**src/rtl/prime_gen_if.sv**
```systemverilog
// ============================================================================
//  Module      : prime_gen_if
//  Description : Handshake and status bundle for the prime_gen sequential
//                prime generator. It carries the start request, the
//                valid/ready prime output, and the busy, done and count
//                status signals.
//                  start        -> generator  single-cycle scan request
//                  prime_ready  -> generator  consumer accepts prime_out
//                  prime_out    <- generator  current prime (WIDTH bits)
//                  prime_valid  <- generator  prime_out awaits acceptance
//                  busy         <- generator  scan in progress
//                  done         <- generator  scan complete
//                  prime_count  <- generator  primes accepted (CNT_W bits)
//                master = generator side, slave = consumer side.
//  Revision    : 1.0  initial release
// ============================================================================
`default_nettype none

interface prime_gen_if #(
    parameter int WIDTH = 4,
    parameter int CNT_W = 8
);
    logic             start;
    logic [WIDTH-1:0] prime_out;
    logic             prime_valid;
    logic             prime_ready;
    logic             busy;
    logic             done;
    logic [CNT_W-1:0] prime_count;

    modport master (
        input  start,
        input  prime_ready,
        output prime_out,
        output prime_valid,
        output busy,
        output done,
        output prime_count
    );

    modport slave (
        output start,
        output prime_ready,
        input  prime_out,
        input  prime_valid,
        input  busy,
        input  done,
        input  prime_count
    );
endinterface

`default_nettype wire

```
**src/rtl/prime_gen.sv**
```systemverilog
// ============================================================================
//  Module      : prime_gen
//  Description : Emits every prime that fits in WIDTH bits, in ascending
//                order, over a valid/ready handshake. Each candidate from 2
//                up to 2^WIDTH-1 is tested by trial division, one divisor
//                per clock. A candidate is prime once div*div exceeds it
//                without a divisor having been found.
//  Ports       : clk    - clock, rising edge
//                rst_n  - asynchronous active-low reset
//                bus    - prime_gen_if master modport (start, prime_ready in;
//                         prime_out, prime_valid, busy, done, prime_count out)
//  Revision    : 1.0  initial release
// ============================================================================
`default_nettype none

module prime_gen #(
    parameter int WIDTH = 4,
    parameter int CNT_W = 8
) (
    input  wire logic    clk,
    input  wire logic    rst_n,
    prime_gen_if.master  bus
);

    localparam int               c_SQ_W     = 2 * WIDTH;
    localparam logic [WIDTH-1:0] c_CAND_MAX = {WIDTH{1'b1}};
    localparam logic [WIDTH-1:0] c_TWO      = WIDTH'(2);

    typedef enum logic [1:0] {
        S_IDLE = 2'd0,
        S_TEST = 2'd1,
        S_EMIT = 2'd2,
        S_DONE = 2'd3
    } state_t;

    state_t           r_state,       w_state_nxt;
    logic [WIDTH-1:0] r_cand,        w_cand_nxt;
    logic [WIDTH-1:0] r_div,         w_div_nxt;
    logic [WIDTH-1:0] r_prime_out,   w_prime_out_nxt;
    logic             r_prime_valid, w_prime_valid_nxt;
    logic             r_busy,        w_busy_nxt;
    logic             r_done,        w_done_nxt;
    logic [CNT_W-1:0] r_prime_count, w_prime_count_nxt;

    logic [c_SQ_W-1:0] w_div_sq;
    logic              w_sq_gt;
    logic [WIDTH-1:0]  w_div_safe;
    logic              w_is_factor;
    logic              w_advance;

    // Square at double width so the prime test cannot overflow.
    assign w_div_sq = c_SQ_W'(r_div) * c_SQ_W'(r_div);
    assign w_sq_gt  = w_div_sq > c_SQ_W'(r_cand);

    // div is 0 only outside TEST; keep the remainder well defined there.
    assign w_div_safe  = (r_div == '0) ? WIDTH'(1) : r_div;
    assign w_is_factor = (r_cand % w_div_safe) == '0;

    always_comb begin
        w_state_nxt       = r_state;
        w_cand_nxt        = r_cand;
        w_div_nxt         = r_div;
        w_prime_out_nxt   = r_prime_out;
        w_prime_valid_nxt = r_prime_valid;
        w_busy_nxt        = r_busy;
        w_done_nxt        = r_done;
        w_prime_count_nxt = r_prime_count;
        w_advance         = 1'b0;

        case (r_state)
            S_IDLE, S_DONE: begin
                if (bus.start) begin
                    w_cand_nxt        = c_TWO;
                    w_div_nxt         = c_TWO;
                    w_prime_count_nxt = '0;
                    w_done_nxt        = 1'b0;
                    w_busy_nxt        = 1'b1;
                    w_state_nxt       = S_TEST;
                end
            end
            S_TEST: begin
                if (w_sq_gt) begin
                    w_prime_out_nxt   = r_cand;
                    w_prime_valid_nxt = 1'b1;
                    w_state_nxt       = S_EMIT;
                end else if (w_is_factor) begin
                    w_advance = 1'b1;
                end else begin
                    w_div_nxt = r_div + WIDTH'(1);
                end
            end
            S_EMIT: begin
                // prime_valid is always high here, so ready alone completes
                // the handshake.
                if (bus.prime_ready) begin
                    w_prime_valid_nxt = 1'b0;
                    w_prime_count_nxt = r_prime_count + CNT_W'(1);
                    w_advance         = 1'b1;
                end
            end
            default: begin
                w_state_nxt = S_IDLE;
            end
        endcase

        // Shared step to the next candidate; stops at the top value so the
        // candidate never wraps back to 0.
        if (w_advance) begin
            if (r_cand == c_CAND_MAX) begin
                w_busy_nxt  = 1'b0;
                w_done_nxt  = 1'b1;
                w_state_nxt = S_DONE;
            end else begin
                w_cand_nxt  = r_cand + WIDTH'(1);
                w_div_nxt   = c_TWO;
                w_state_nxt = S_TEST;
            end
        end
    end

    always_ff @(posedge clk or negedge rst_n) begin
        if (!rst_n) begin
            r_state       <= S_IDLE;
            r_cand        <= '0;
            r_div         <= '0;
            r_prime_out   <= '0;
            r_prime_valid <= 1'b0;
            r_busy        <= 1'b0;
            r_done        <= 1'b0;
            r_prime_count <= '0;
        end else begin
            r_state       <= w_state_nxt;
            r_cand        <= w_cand_nxt;
            r_div         <= w_div_nxt;
            r_prime_out   <= w_prime_out_nxt;
            r_prime_valid <= w_prime_valid_nxt;
            r_busy        <= w_busy_nxt;
            r_done        <= w_done_nxt;
            r_prime_count <= w_prime_count_nxt;
        end
    end

    assign bus.prime_out   = r_prime_out;
    assign bus.prime_valid = r_prime_valid;
    assign bus.busy        = r_busy;
    assign bus.done        = r_done;
    assign bus.prime_count = r_prime_count;

endmodule

`default_nettype wire

```
**src/flat_wrapper.sv**
```systemverilog
// flat-port wrapper written by rule: the top's interface ports become plain ports
module prime_gen_flat 
#(
    parameter int WIDTH = 4,
    parameter int CNT_W = 8
)
  (clk, rst_n, bus_start, bus_prime_ready, bus_prime_out, bus_prime_valid, bus_busy, bus_done, bus_prime_count);
  prime_gen_if #(.WIDTH(WIDTH), .CNT_W(CNT_W)) bus_i ();
  input  wire logic clk;
  input  wire logic rst_n;
  input wire logic [$bits(bus_i.start)-1:0] bus_start;
  input wire logic [$bits(bus_i.prime_ready)-1:0] bus_prime_ready;
  output wire logic [$bits(bus_i.prime_out)-1:0] bus_prime_out;
  output wire logic [$bits(bus_i.prime_valid)-1:0] bus_prime_valid;
  output wire logic [$bits(bus_i.busy)-1:0] bus_busy;
  output wire logic [$bits(bus_i.done)-1:0] bus_done;
  output wire logic [$bits(bus_i.prime_count)-1:0] bus_prime_count;
  assign bus_i.start = bus_start;
  assign bus_i.prime_ready = bus_prime_ready;
  assign bus_prime_out = bus_i.prime_out;
  assign bus_prime_valid = bus_i.prime_valid;
  assign bus_busy = bus_i.busy;
  assign bus_done = bus_i.done;
  assign bus_prime_count = bus_i.prime_count;
  prime_gen #(.WIDTH(WIDTH), .CNT_W(CNT_W)) u_core (.clk(clk), .rst_n(rst_n), .bus(bus_i));
endmodule
```
**config.mk**
```make
export PLATFORM = sky130hd
export DESIGN_NAME = prime_gen_flat
export DESIGN_NICKNAME = d
export VERILOG_FILES = /design/src/rtl/prime_gen_if.sv /design/src/rtl/prime_gen.sv /design/src/flat_wrapper.sv
export SDC_FILE = /design/constraint.sdc
export NUM_CORES = 1
export LEC_CHECK = 0
export ABC_AREA = 0
export CAP_MARGIN = 30
export CELL_PAD_IN_SITES_DETAIL_PLACEMENT = 0
export CELL_PAD_IN_SITES_GLOBAL_PLACEMENT = 1
export CORE_MARGIN = 8
export CORE_UTILIZATION = 44
export CTS_BUF_LIST = sky130_fd_sc_hd__clkbuf_16
export CTS_CLUSTER_DIAMETER = 120
export DETAILED_ROUTE_END_ITERATION = 8
export PLACE_DENSITY_LB_ADDON = 0.1
export SYNTH_ARGS = -nofsm -noshare
export SYNTH_HDL_FRONTEND = slang
export SYNTH_SLANG_ARGS = --single-unit
```
**constraint.sdc**
```tcl
create_clock -name clk -period 7.5 [get_ports clk]
set_clock_uncertainty 0.15 [all_clocks]
set_input_delay 1.125 -clock clk [delete_from_list [all_inputs] [get_ports clk]]
set_output_delay 1.125 -clock clk [all_outputs]
set_load 0.02 [all_outputs]
```
# == Word level (Yosys, flattened, before mapping) ==
# Cells that the tools add are included.
# totals
inputBits,4
regBits,25
out_inout_bits,15
word_cells,68
# classes
magnitude_cmp,1
add_sub_neg,3
n_reduce_logical,11
multipliers,1
eq_ne,9
n_div,1
n_mux,34
# ops
operator,n
two-way mux 4 bit,10
two-way mux 8 bit,2
one-hot mux 8 bit (2 select lines),1
two-way mux 1 bit,13
AND reduction 3 bit,3
"adder 4 x 1 -> 4 bit, second input constant",2
"adder 8 x 1 -> 8 bit, second input constant",1
> comparator 8 x 4 -> 1 bit,1
zero test 4 bit,2
multiplier 4 x 4 -> 8 bit,1
two-way mux 2 bit,4
one-hot mux 4 bit (2 select lines),1
"equality test 2 bit, second input constant",2
"equality test 4 bit, second input constant",1
modulo 4 x 4 -> 4 bit,1
"!= test 2 bit, second input constant",2
one-hot mux 1 bit (2 select lines),2
one-hot mux 2 bit (2 select lines),1
nonzero test 2 bit,2
"!= test 3 x 1 -> 1 bit, second input constant",1
"!= test 3 x 2 -> 1 bit, second input constant",1
nonzero test 3 bit,1
"equality test 2 x 1 -> 1 bit, second input constant",1
zero test 2 bit,1
3 further kinds,3

# == Logic depth before layout (Yosys ltp) ==
# depth
depth_word,9
depth_mapped,27
depth_no_buf,27

# == Worst setup path after synthesis ==
# Ideal clock, no wire load.
# synth_path
path_kind,register -> register
start,register u_core.r_div[0]
end,register u_core.r_div[1]
stages_incl_launch_ff,26
setup_ns,0.131
required_time_ns,7.219
period_less_slack_ns,5.357
slack_ns,2.143
n_path_buf,0
arrival_time_ns,5.076
cell_sequence,dfrtp_1 > inv_1 > ha_1 > nand2_1 > nand2_1 > inv_1 > ha_1 > nand3_1 > nor2b_1 > ha_1 > o21ai_0 > o21ai_0 > or2b_1 > ha_1 > o21ai_1 > a211o_1 > o21ai_0 > inv_1 > fa_1 > xor2_1 > and3_1 > nor4b_1 > o2111a_1 > a211oi_4 > a31oi_4 > or3_1
# synth_between
elab_chain_cells,9
elab_cells_between_ends,15
cone_classes,add/sub: 1; mul: 1; div: 1; order compare: 1; mux: 9; reduce/logical: 2
# synth_rtl
item,line_no,text
from (decl),prime_gen.sv:38,"logic [WIDTH-1:0] r_div, w_div_nxt;"
from (signal assigned),prime_gen.sv:134,r_div <= w_div_nxt;
zero test 4 bit,prime_gen.sv:56,assign w_div_safe = (r_div == '0) ? WIDTH'(1) : r_div;
two-way mux 4 bit,prime_gen.sv:56,
modulo 4 x 4 -> 4 bit,prime_gen.sv:57,assign w_is_factor = (r_cand % w_div_safe) == '0;
zero test 4 bit,prime_gen.sv:57,
two-way mux 4 bit,prime_gen.sv:86,end else if (w_is_factor) begin
two-way mux 4 bit,prime_gen.sv:82,if (w_sq_gt) begin
one-hot mux 4 bit (2 select lines),prime_gen.sv:70,case (r_state)
two-way mux 4 bit,prime_gen.sv:109,if (r_cand == c_CAND_MAX) begin
two-way mux 4 bit (*),prime_gen.sv:108,if (w_advance) begin
via u_core.w_div_nxt[1],prime_gen.sv:38,
# Mark *: on every way through the listed nets, which the timed path passes. The rest lies on a longest branch.
# A chain may end at the register's enable or synchronous reset.

# == Final worst setup path ==
# layout_path
start,register u_core.r_div[0]
end,register u_core.r_cand[1]
# layout_between
elab_chain_cells,8
elab_cells_between_ends,10
cone_classes,mul: 1; div: 1; order compare: 1; mux: 5; reduce/logical: 2
# layout_rtl
item,line_no,text
zero test 4 bit,prime_gen.sv:56,
two-way mux 4 bit,prime_gen.sv:56,
modulo 4 x 4 -> 4 bit,prime_gen.sv:57,
zero test 4 bit,prime_gen.sv:57,
two-way mux 1 bit,prime_gen.sv:86,
two-way mux 1 bit (*),prime_gen.sv:82,
one-hot mux 1 bit (2 select lines) (*),prime_gen.sv:70,
two-way mux 4 bit (*),prime_gen.sv:108,
via u_core.w_cand_nxt[1],prime_gen.sv:37,"logic [WIDTH-1:0] r_cand, w_cand_nxt;"
to (signal assigned),prime_gen.sv:133,r_cand <= w_cand_nxt;
to (decl),prime_gen.sv:37,
# Marks and branches as above.

==> results.md <==
* Root buffer cell: clkbuf_16
* Reg2reg path depth at 25
* CTS tree: done
* Die Width at 85.08 um
* Post_cts resized at 0
* DR iter-0 viols at 83
* Slew of the pin with the lowest slew margin at ~0.49 ns
* Hold Fails Final Rpt at 0
* CP dominant cell by count: ha_1
* Minimum clock period at 6.008 ns
* Worst hold stages at 2
* Leak at around 1.1 nW
* Largest net degree at the start of global routing at 26
* Period utilization at 0.8010
* Gpl congestion at ~0.79
* TritonRoute pass-1 iters at 4
* Synthesis-stage register bit count at 25
* Reg clk slew, reported paths at around 0.060 ns
* Rel. slew slack at 0.6711
* Setup crit start kind: register
* TritonCTS buffer count at 3
* Max Root-Sink Buffers at 2
* Post-Route WL at 4.682 mm
* Area of the core at approximately 4700 sq um
* Skew-Pair Late Insertion Delay at ~0.26 ns
* Die area at 7238 sq um
* Vias in the first global route at between 1500 and 2000
* DRC violation count after routing at 0
* Slowest stage delay, CP at 0.42 ns
* MaxCap Viol Count at 0
* Finished Core Util at 0.5221
* FILL cells at 430
* Dpl ws at between 1.5 and 2 ns
* Worst path bufs/invs at 3
* Post-synth ARST share at 1.000
* Post-synth EDFFs at 0
* CP Data Required Time at 7.50 ns
* WS Path Type: reg2reg
* Yosys cell types at between 50 and 60
* Hold-fix buffers, CTS at 0
* Placed Area at roughly 2400 sq um
* Setup Viol. Count Final at 0
* First-pass GRT wire length at about 8 mm
* Design area at between 2000 and 2500 sq um
* CP endpoint kind: register
* H-tree lvl count at 1
* Total grt overflow at 0
* GRT Util Overall at 0.1384
* Post-Syn Nets at 264
* Post-CTS setup buffer count at 0
* RSZ-0062 raised after global routing: false
* Clock sinks at 25
* Pins Over Slew Limit at 0
* Number of buffers added on ports at 18
* Delay-heaviest family, CP: compound AO/OA/AOI/OAI gates
* Cells after synthesis at between 200 and 250
* DIE HEIGHT at roughly 85 um
* FMAX at about 0.17 GHz
* Share of cells above drive strength 1 at 0.08235
* Worst Hold Class: reg2reg
* Pwr Density at about 460 nW/um^2
* Status: complete, no violations
* Setup TNS at 0 ns
* Worst-path maximum fanout at 8
* Crit path depth at 25
* Starting Density at 0.4505
* Top_reg_cell synth: dfrtp_1
* Register area share after synthesis at 0.2980
* Netlist Area Pre-Place at 2100 sq um
* Ant diodes at 0
* Post-route ant nets at 0
* IO Pins at 19
* Setup ws final at 1.492 ns
* Hold WS at roughly 0.33 ns
* Drt wl/cell at about 15 um
* Drt via density at around 5.6
* Detail Placement HPWL at between 3 and 4 mm
* Synth-to-layout area growth at 15.91%
* Cell Rows at 25
* Slowest-stage cell, CP: fa_1
* Nets@finish at about 290
* Initial antenna violation count at 0
* Peak VDD IR at 0.1959 mV
* Crit path DAT at ~6 ns
* Yosys Warn Count at 0
* Mean Syn Cell Area at about 9.0 sq um
* Vias at approximately 1700
==> path summary, 6_finish.rpt <==
| kind | from | slack, ns | to |
|---|---|---|---|
| max reg2reg | u_core.r_div[0] | 1.49 | u_core.r_cand[1] |
| min in group asynchronous | rst_n | 1.09 | u_core.r_div[3] |
| max in group asynchronous | rst_n | 5.86 | u_core.bus.prime_count[5] |
| min | u_core.bus.done | 0.33 | u_core.bus.done |
| min reg2reg | u_core.bus.done | 0.33 | u_core.bus.done |
| max | u_core.r_div[0] | 1.49 | u_core.r_cand[1] |
==> final cells by class <==
type / count / area, sq um / area share
well taps: 54 / 67.56 / 0.02776
flip-flops and latches: 25 / 625.6 / 0.2571
multi-input cells: 183 / 1380 / 0.5671
clock buffers: 3 / 75.07 / 0.03085
clock inverters: 1 / 7.507 / 0.003085
repair buffers: 19 / 187.7 / 0.07712
inverters: 24 / 90.09 / 0.03702
==> sequential cells by signal, indices dropped and copies added (netlist names) <==
signal / cells
u_core.r_div: 4
u_core.bus.prime_out: 4
u_core.r_state: 2
u_core.bus.prime_count: 8
u_core.bus.busy: 1
u_core.bus.done: 1
u_core.r_cand: 4
u_core.bus.prime_valid: 1
==> worst min-delay path, stage by stage (launching register included) <==
cell and delay [ns]:
dfrtp_1 0.34, nand2_1 0.05, nand2_1 0.06
==> cells in the final DEF (no fill, tap or decap), drive strengths merged, types with 2 or more instances in the layout <==
| cell | count |
|---|---|
| a211o | 2 |
| a211oi | 6 |
| a21o | 4 |
| a21oi | 4 |
| a22oi | 2 |
| a31oi | 3 |
| and2 | 2 |
| and3 | 6 |
| clkbuf | 3 |
| clkdlybuf4s50 | 18 |
| dfrtp | 25 |
| fa | 2 |
| ha | 25 |
| inv | 24 |
| mux2 | 6 |
| mux2i | 3 |
| nand2 | 23 |
| nand2b | 3 |
| nand3 | 7 |
| nand4b | 2 |
| nor2 | 19 |
| nor2b | 4 |
| nor3 | 3 |
| nor4b | 2 |
| o2111a | 2 |
| o211ai | 2 |
| o21a | 3 |
| o21ai | 18 |
| or2 | 3 |
| or3 | 3 |
| or4 | 2 |
| xor2 | 7 |
==> synth_stat cells, types with 3 or more instances <==
cell / count / area (sq um)
a211oi_1: 4 / 30.03
a21o_1: 4 / 30.03
a21oi_1: 4 / 20.02
and3_1: 5 / 31.28
dfrtp_1: 25 / 625.6
ha_1: 25 / 312.8
inv_1: 24 / 90.09
mux2_2: 6 / 67.56
mux2i_1: 3 / 30.03
nand2_1: 23 / 86.33
nand2b_1: 3 / 18.77
nand3_1: 7 / 35.03
nor2_1: 19 / 71.32
nor2b_1: 4 / 25.02
nor3_1: 3 / 15.01
o21a_1: 3 / 22.52
o21ai_0: 16 / 80.08
or3_1: 3 / 18.77
xor2_1: 7 / 61.31
==> where the power goes <==
group	switching [W]	internal [W]	total [W]
Clock	0.0000459	0.0000723	0.000118
Sequential	0.0000426	0.000169	0.000212
Combinational	0.000438	0.000351	0.000790
Total	0.000527	0.000593	0.00112
==> logic make-up (layout without fill, tap and decap cells) <==
group                    after synthesis  in the layout  synth area share
AND/OR/NAND/NOR                       84             84            0.2128
AO/OA/AOI/OAI                         55             55            0.1967
adder cells (fa/ha/maj)               27             27            0.1681
flip-flops                            25             25            0.2980
buffers and inverters                 25             47           0.04470
multiplexers                           9              9           0.04648
XOR/XNOR                               8              8           0.03337
==> metal layers <==
metal	track usage	vias up	wire length, um
li1	-	879	-
met1	0.1856	822	2408
met2	0.2145	26	2050
met3	0.02992	7	171
met4	0.04369	0	52
met5	0	-	0
==> per-stage QoR <==
step | total power, W | std cells
floorplan | 0.0008174 | 233
global placement | 0.001016 | 305
detailed placement | 0.001002 | 305
CTS | 0.001128 | 309
global route | 0.001249 | 309
finish | 0.001119 | 309
Power figures use the tool's default switching activity.
